**src/rtl/muldiv_unit.sv**
```systemverilog
// Iterative RV32M multiply/divide unit for the EX stage.
// Radix-2 shift-add / restoring divide, fixed 33-cycle latency.
module muldiv_unit #(
    parameter int XLEN  = 32,
    parameter int CNT_W = 6
) (
    input  logic            CLK,
    input  logic            RESET,
    input  logic            START,
    input  logic            KILL,
    input  logic [4:0]      ALUOP,
    input  logic [XLEN-1:0] DATA1,
    input  logic [XLEN-1:0] DATA2,
    output logic [XLEN-1:0] RESULT,
    output logic            BUSY,
    output logic            DONE
);

    localparam logic [4:0] OP_MUL    = 5'b01001;
    localparam logic [4:0] OP_MULH   = 5'b01010;
    localparam logic [4:0] OP_MULHU  = 5'b01011;
    localparam logic [4:0] OP_MULHSU = 5'b01100;
    localparam logic [4:0] OP_DIV    = 5'b01101;
    localparam logic [4:0] OP_DIVU   = 5'b01110;
    localparam logic [4:0] OP_REM    = 5'b01111;
    localparam logic [4:0] OP_REMU   = 5'b10000;

    localparam logic [XLEN-1:0]  SMIN = {1'b1, {(XLEN-1){1'b0}}};
    localparam logic [CNT_W-1:0] LAST = CNT_W'(XLEN-1);

    typedef enum logic [1:0] {
        IDLE,
        CALC,
        FIX
    } state_t;

    state_t            state;
    logic [4:0]        op;
    logic [2*XLEN-1:0] acc;
    logic [XLEN-1:0]   opb;
    logic [XLEN-1:0]   d1;
    logic              neg;
    logic              dz;
    logic              ovf;
    logic [CNT_W-1:0]  cnt;

    logic              in_valid;
    logic              in_mul;
    logic              a_neg;
    logic              b_neg;
    logic              in_neg;
    logic [XLEN-1:0]   a_mag;
    logic [XLEN-1:0]   b_mag;

    always_comb begin
        in_valid = (ALUOP >= OP_MUL) && (ALUOP <= OP_REMU);
        in_mul   = (ALUOP <= OP_MULHSU);
        a_neg    = DATA1[XLEN-1] &&
                   (ALUOP inside {OP_MUL, OP_MULH, OP_MULHSU,
                                  OP_DIV, OP_REM});
        b_neg    = DATA2[XLEN-1] &&
                   (ALUOP inside {OP_MUL, OP_MULH, OP_DIV, OP_REM});
        a_mag    = a_neg ? -DATA1 : DATA1;
        b_mag    = b_neg ? -DATA2 : DATA2;
        // Remainder follows the dividend; everything else uses xor.
        in_neg   = (ALUOP == OP_REM) ? a_neg : (a_neg ^ b_neg);
    end

    logic              is_mul;
    logic [XLEN:0]     sum;
    logic [2*XLEN-1:0] sh;
    logic              fits;
    logic [2*XLEN-1:0] step;

    assign is_mul = (op <= OP_MULHSU);

    // acc = {hi, lo}: product accumulator, or {remainder, quotient}.
    always_comb begin
        sum  = {1'b0, acc[2*XLEN-1:XLEN]} +
               (acc[0] ? {1'b0, opb} : '0);
        sh   = {acc[2*XLEN-2:0], 1'b0};
        fits = acc[2*XLEN-1] | (sh[2*XLEN-1:XLEN] >= opb);
        if (is_mul) begin
            step = {sum, acc[XLEN-1:1]};
        end else if (fits) begin
            step = {sh[2*XLEN-1:XLEN] - opb, sh[XLEN-1:1], 1'b1};
        end else begin
            step = sh;
        end
    end

    logic [2*XLEN-1:0] prod;
    logic [XLEN-1:0]   quo;
    logic [XLEN-1:0]   rem;
    logic [XLEN-1:0]   res;

    always_comb begin
        prod = neg ? -acc : acc;
        quo  = neg ? -acc[XLEN-1:0] : acc[XLEN-1:0];
        rem  = neg ? -acc[2*XLEN-1:XLEN] : acc[2*XLEN-1:XLEN];
        unique case (1'b1)
            op == OP_MUL: begin
                res = prod[XLEN-1:0];
            end
            op inside {OP_MULH, OP_MULHU, OP_MULHSU}: begin
                res = prod[2*XLEN-1:XLEN];
            end
            op inside {OP_DIV, OP_DIVU}: begin
                res = dz ? '1 : (ovf ? SMIN : quo);
            end
            op inside {OP_REM, OP_REMU}: begin
                res = dz ? d1 : (ovf ? '0 : rem);
            end
            default: begin
                res = '0;
            end
        endcase
    end

    always_ff @(posedge CLK or negedge RESET) begin
        if (!RESET) begin
            state  <= IDLE;
            op     <= '0;
            acc    <= '0;
            opb    <= '0;
            d1     <= '0;
            neg    <= 1'b0;
            dz     <= 1'b0;
            ovf    <= 1'b0;
            cnt    <= '0;
            RESULT <= '0;
            BUSY   <= 1'b0;
            DONE   <= 1'b0;
        end else begin
            DONE <= 1'b0;
            unique case (state)
                IDLE: begin
                    if (START && !KILL && in_valid) begin
                        op    <= ALUOP;
                        d1    <= DATA1;
                        neg   <= in_neg;
                        dz    <= (DATA2 == '0);
                        ovf   <= (ALUOP inside {OP_DIV, OP_REM}) &&
                                 (DATA1 == SMIN) && (DATA2 == '1);
                        acc   <= {{XLEN{1'b0}}, in_mul ? b_mag : a_mag};
                        opb   <= in_mul ? a_mag : b_mag;
                        cnt   <= '0;
                        BUSY  <= 1'b1;
                        state <= CALC;
                    end
                end
                CALC: begin
                    if (KILL) begin
                        BUSY  <= 1'b0;
                        state <= IDLE;
                    end else begin
                        acc <= step;
                        cnt <= cnt + CNT_W'(1);
                        if (cnt == LAST) begin
                            state <= FIX;
                        end
                    end
                end
                FIX: begin
                    BUSY  <= 1'b0;
                    state <= IDLE;
                    if (!KILL) begin
                        RESULT <= res;
                        DONE   <= 1'b1;
                    end
                end
                default: begin
                    BUSY  <= 1'b0;
                    state <= IDLE;
                end
            endcase
        end
    end

endmodule
```
**config.mk**
```make
export PLATFORM = sky130hd
export DESIGN_NAME = muldiv_unit
export DESIGN_NICKNAME = d
export VERILOG_FILES = /design/src/rtl/muldiv_unit.sv
export SDC_FILE = /design/constraint.sdc
export NUM_CORES = 1
export LEC_CHECK = 0
export BUFFER_PORTS_ARGS = -buffer_cell sky130_fd_sc_hd__buf_4
export CAP_MARGIN = 20
export CORE_MARGIN = 2
export CORE_UTILIZATION = 64
export CTS_CLUSTER_DIAMETER = 40
export DETAILED_ROUTE_END_ITERATION = 16
export PLACE_DENSITY = 0.84
export SYNTH_ARGS = -nofsm -noshare
export SYNTH_HDL_FRONTEND = slang
export SYNTH_SLANG_ARGS = --single-unit
```
**constraint.sdc**
```tcl
create_clock -name CLK -period 10.79 [get_ports CLK]
set_clock_uncertainty 0.05 [all_clocks]
set_input_delay 2.158 -clock CLK [delete_from_list [all_inputs] [get_ports CLK]]
set_output_delay 2.158 -clock CLK [all_outputs]
set_load 0.01 [all_outputs]
```
==> implementation parameters <==
Parameter                              Value

Pwr
  Standby leakage power    7.619 nW
  Maximum vdd ir drop    roughly 0.17 mV
  Design Power    approximately 4.4 mW
  PwrDens    ~250 mW/mm^2

Routing
  Vias after detailed routing    17629
  Detail-routed via count per cell    6.962
  Routed WL    61150 um
  Detail Route Antenna Nets    0
  Final routed DRC violation total    0
  Routed wire per std cell    24.15 um
  1st-pass router iterations    7
  Number of DRC markers after the initial detailed-route iteration    2611

Status
  Run status    finished, final reports clean

Global routing
  First-pass GRT wire length    93300 um
  Total grt overflow    0
  Antenna violations before repair    1
  GR Util All Layers    45.72%
  Vias in the first global route    16174
  Pin count of the biggest net entering global routing    110

Synthesis
  Synth Net Count    2346
  Share of the yosys chip area belonging to registers    27.19%
  Synthesized-area fraction occupied by ao, oa, aoi and oai cells    27.85%
  Instance count of the mapped netlist    2201
  Area contributors post-synth    sky130_fd_sc_hd__dfrtp_1 27%, sky130_fd_sc_hd__nand2_1 8.2%, sky130_fd_sc_hd__o21ai_0 6.0%, sky130_fd_sc_hd__a21oi_1 5.9%, sky130_fd_sc_hd__xnor2_1 5.5%
  Number of synthesized register bits    roughly 180
  Count of cell types in the netlist    79
  Count of flip-flops with a built-in enable after synthesis    0
  Avg Inst Size Synth    ~7.4 sq um
  Multiplexer share of the synthesized area    around 1.6%
  Post-synthesis share of cell area spent on and, or, nand and nor gates    22.22%
  Post-synthesis adder-cell area fraction    under 10%
  Share of the synthesized area in the top cell type    27.19%
  Syn Std Cell Area    between 0.015 and 0.02 sq mm
  Most area-hungry cell type in the Yosys netlist    sky130_fd_sc_hd__dfrtp_1
  Dominant combinational cell family by area after synthesis    compound AO/OA/AOI/OAI gates
  Synth Flop Type    sky130_fd_sc_hd__dfrtp_1
  Share of flip-flops with an asynchronous set or reset    100.0%
  Number of warning messages in the yosys log    0
  Xor/xnor cell area share of the yosys netlist    10.59%

CTS
  Total of cells resized after clock tree synthesis    0
  CTS Hold Buffers Added    0
  Post-CTS setup buffer count    0
  Clock sink total    178
  Clock tree root buffer cell    sky130_fd_sc_hd__clkbuf_16
  CTS tree    built
  TritonCTS Buffers    17
  Max clock buf depth    2
  H-tree depth    4
  Clock-pin slew on the worst setup and hold paths    80 ps
  Clock latency of the later-clocked register in the worst-skew pair    470 ps

STA
  Final Cycle Share    between 40 and 50%
  Pin slew with the least headroom to its limit    1092 ps
  Setup repair after global routing missed its margin    no
  Fin. Hold Viols    0
  Final Slew Violations    0
  Worst hold slack across all endpoints    418.8 ps
  Summed negative setup slack over all endpoints    0 ps
  Worst-case headroom to the max-slew limit    27.07%
  Total setup violations reported at the end of the flow    0
  Maximum clock frequency    215.9 MHz
  Min Tclk post-route    approximately 4600 ps

Worst setup path
  Highest cell delay on the worst timing path    approximately 780 ps
  Number of buffer and inverter stages on the critical path    1
  Required time at the endpoint of the critical path    11130 ps
  Flop-to-flop setup slack    6220 ps
  Crit path kind    in2reg
  Critical path startpoint category    input pin
  Data arrival time of the worst path    4970 ps
  R2R Path Start    acc[0]
  Number of cell instances on the worst register-to-register path    11
  CP endpoint kind    register
  Reg2Reg Capture Point    RESULT[18]
  Critical path cell sequence    buf_4, nand2b_1, a211oi_1, and2_1, o31ai_1, xnor2_1, nor2_1, a21oi_1, a21oi_1, a21oi_1
  Biggest fanout along the worst timing path    25
  Cell repeated most along the worst path    sky130_fd_sc_hd__a21oi_1
  Cell family with most CP delay    compound AO/OA/AOI/OAI gates
  Cell with the biggest individual delay on the critical path    sky130_fd_sc_hd__and2_1

Place
  Placed Instances    2500
  Final GP Congestion    1.077
  Final HPWL DP    45610 um
  Buffers on Ports    roughly 110

Die
  Total die area    0.02689 sq mm
  Top-Level Pins    between 100 and 150
  Height of the die    164.0 um
  Core Rows    58
  Initial standard-cell utilization of the core    roughly two thirds
  Horiz. Die Dim    164.0 um
  Core box area    between 0.02 and 0.03 sq mm

Final layout
  Final #Nets    2334
  Most frequent cells in the layout    357 x sky130_fd_sc_hd__nand2_1, 197 x sky130_fd_sc_hd__o21ai_0, 195 x sky130_fd_sc_hd__nor2_1
  Non-filler instance count after layout    roughly 2500
  Layout cell share with drive strength beyond 1    9.219%
  Signed area change from the synthesized netlist to the final layout    8.661%
  Commonest non-fill, non-tap cell in the layout    sky130_fd_sc_hd__nand2_1
  Total inserted antenna cells    0

Worst hold path
  Classification of the worst-slack hold path    reg2reg
  Worst Hold End    RESULT[22]
  Hold_sp    RESULT[22]
  Hold Crit Depth    2

Run
  Max-cap viol count    0
[worst max path at each step]
| stage | cells after the start | to | startpoint |
|---|---|---|---|
| after floorplan | 9 | opb[18] | DATA2[5] |
| after detailed placement | 9 | opb[18] | DATA2[5] |
| after global placement | 9 | opb[18] | DATA2[5] |
| after CTS | 9 | opb[18] | DATA2[5] |
| after global routing | 10 | acc[13] | ALUOP[4] |
| final | 10 | acc[13] | ALUOP[4] |
[logic make-up after synthesis]
family,Yosys count
adders and majority gates,72
buffers and inverters,218
and+or+nand+nor,797
DFF,178
AOI/OAI and AO/OA,713
muxes,25
xor gates and xnor gates,198
[state kept, by name, indices dropped and copies added, names as in the netlist]
name    count
DONE        1
ovf         1
opb        32
acc        64
state       2
cnt         6
RESULT     32
neg         1
dz          1
d1         32
op          5
BUSY        1
[power by group]
group          internal (mW)  leakage, nW  switching (mW)
Combinational          0.962         5.06            1.65
Sequential             0.815         2.27           0.356
Clock                  0.312        0.287           0.340
Total                   2.09         7.62            2.34
[worst min-delay path: cells and delay by family (launching register included)]
family        cells  cell delay, ps
flops             1             340
simple gates      2             100
[layout make-up]
| cell class | instances | area [sq um] |
|---|---|---|
| clock buffer | 18 | 429.2 |
| tap | 330 | 412.9 |
| fill | 2092 | 7381 |
| clock inverter | 14 | 160.2 |
| timing repair buffer | 130 | 979.7 |
| sequential | 178 | 4456 |
| inverter | 57 | 214.0 |
| multi-input combinational | 1805 | 11150 |
[per-stage QoR]
stage | utilization (%) | area, sq um | setup WS [ps]
2_1_floorplan | - | 16380 | 6214
4_1_cts | 70.69 | 17800 | 6222
3_3_place_gp | 68.35 | 17210 | 5884
3_5_place_dp | 68.35 | 17210 | 5738
6_report | 70.69 | 17800 | 6158
5_1_grt | 70.69 | 17800 | 5919
[synth_stat cells, types with 13 or more instances]
library cell and n:
sky130_fd_sc_hd__o221ai_1 25, sky130_fd_sc_hd__nand4_1 35, sky130_fd_sc_hd__nand2b_1 23, sky130_fd_sc_hd__o41ai_1 22, sky130_fd_sc_hd__a31oi_1 17, sky130_fd_sc_hd__o31ai_1 37, sky130_fd_sc_hd__nor2b_1 14, sky130_fd_sc_hd__a21o_1 36
sky130_fd_sc_hd__nand3_1 26, sky130_fd_sc_hd__a211oi_1 29, sky130_fd_sc_hd__or3_1 18, sky130_fd_sc_hd__clkbuf_1 142, sky130_fd_sc_hd__xor2_1 95, sky130_fd_sc_hd__ha_1 70, sky130_fd_sc_hd__dfrtp_1 178, sky130_fd_sc_hd__o211ai_1 25
sky130_fd_sc_hd__a22oi_1 33, sky130_fd_sc_hd__a21oi_1 192, sky130_fd_sc_hd__nand2_1 357, sky130_fd_sc_hd__inv_1 57, sky130_fd_sc_hd__buf_1 16, sky130_fd_sc_hd__or2_2 13, sky130_fd_sc_hd__o21ai_0 197, sky130_fd_sc_hd__xnor2_1 103
sky130_fd_sc_hd__mux2i_1 22, sky130_fd_sc_hd__nor3_1 38, sky130_fd_sc_hd__or4_1 22, sky130_fd_sc_hd__nor2_1 197
[per-layer routing]
metal / vias up / wire length [um] / share of wire [%] / GRT usage, %
met5: - / 11 / 0.018 / 0
met4: 2 / 3546 / 5.8 / 23.25
met3: 214 / 9144 / 15 / 14.90
met2: 1402 / 24180 / 40 / 62.89
met1: 8125 / 24280 / 40 / 63.85
li1: 7886 / - / - / -
Note: power is estimated with default switching activity, not from simulation.
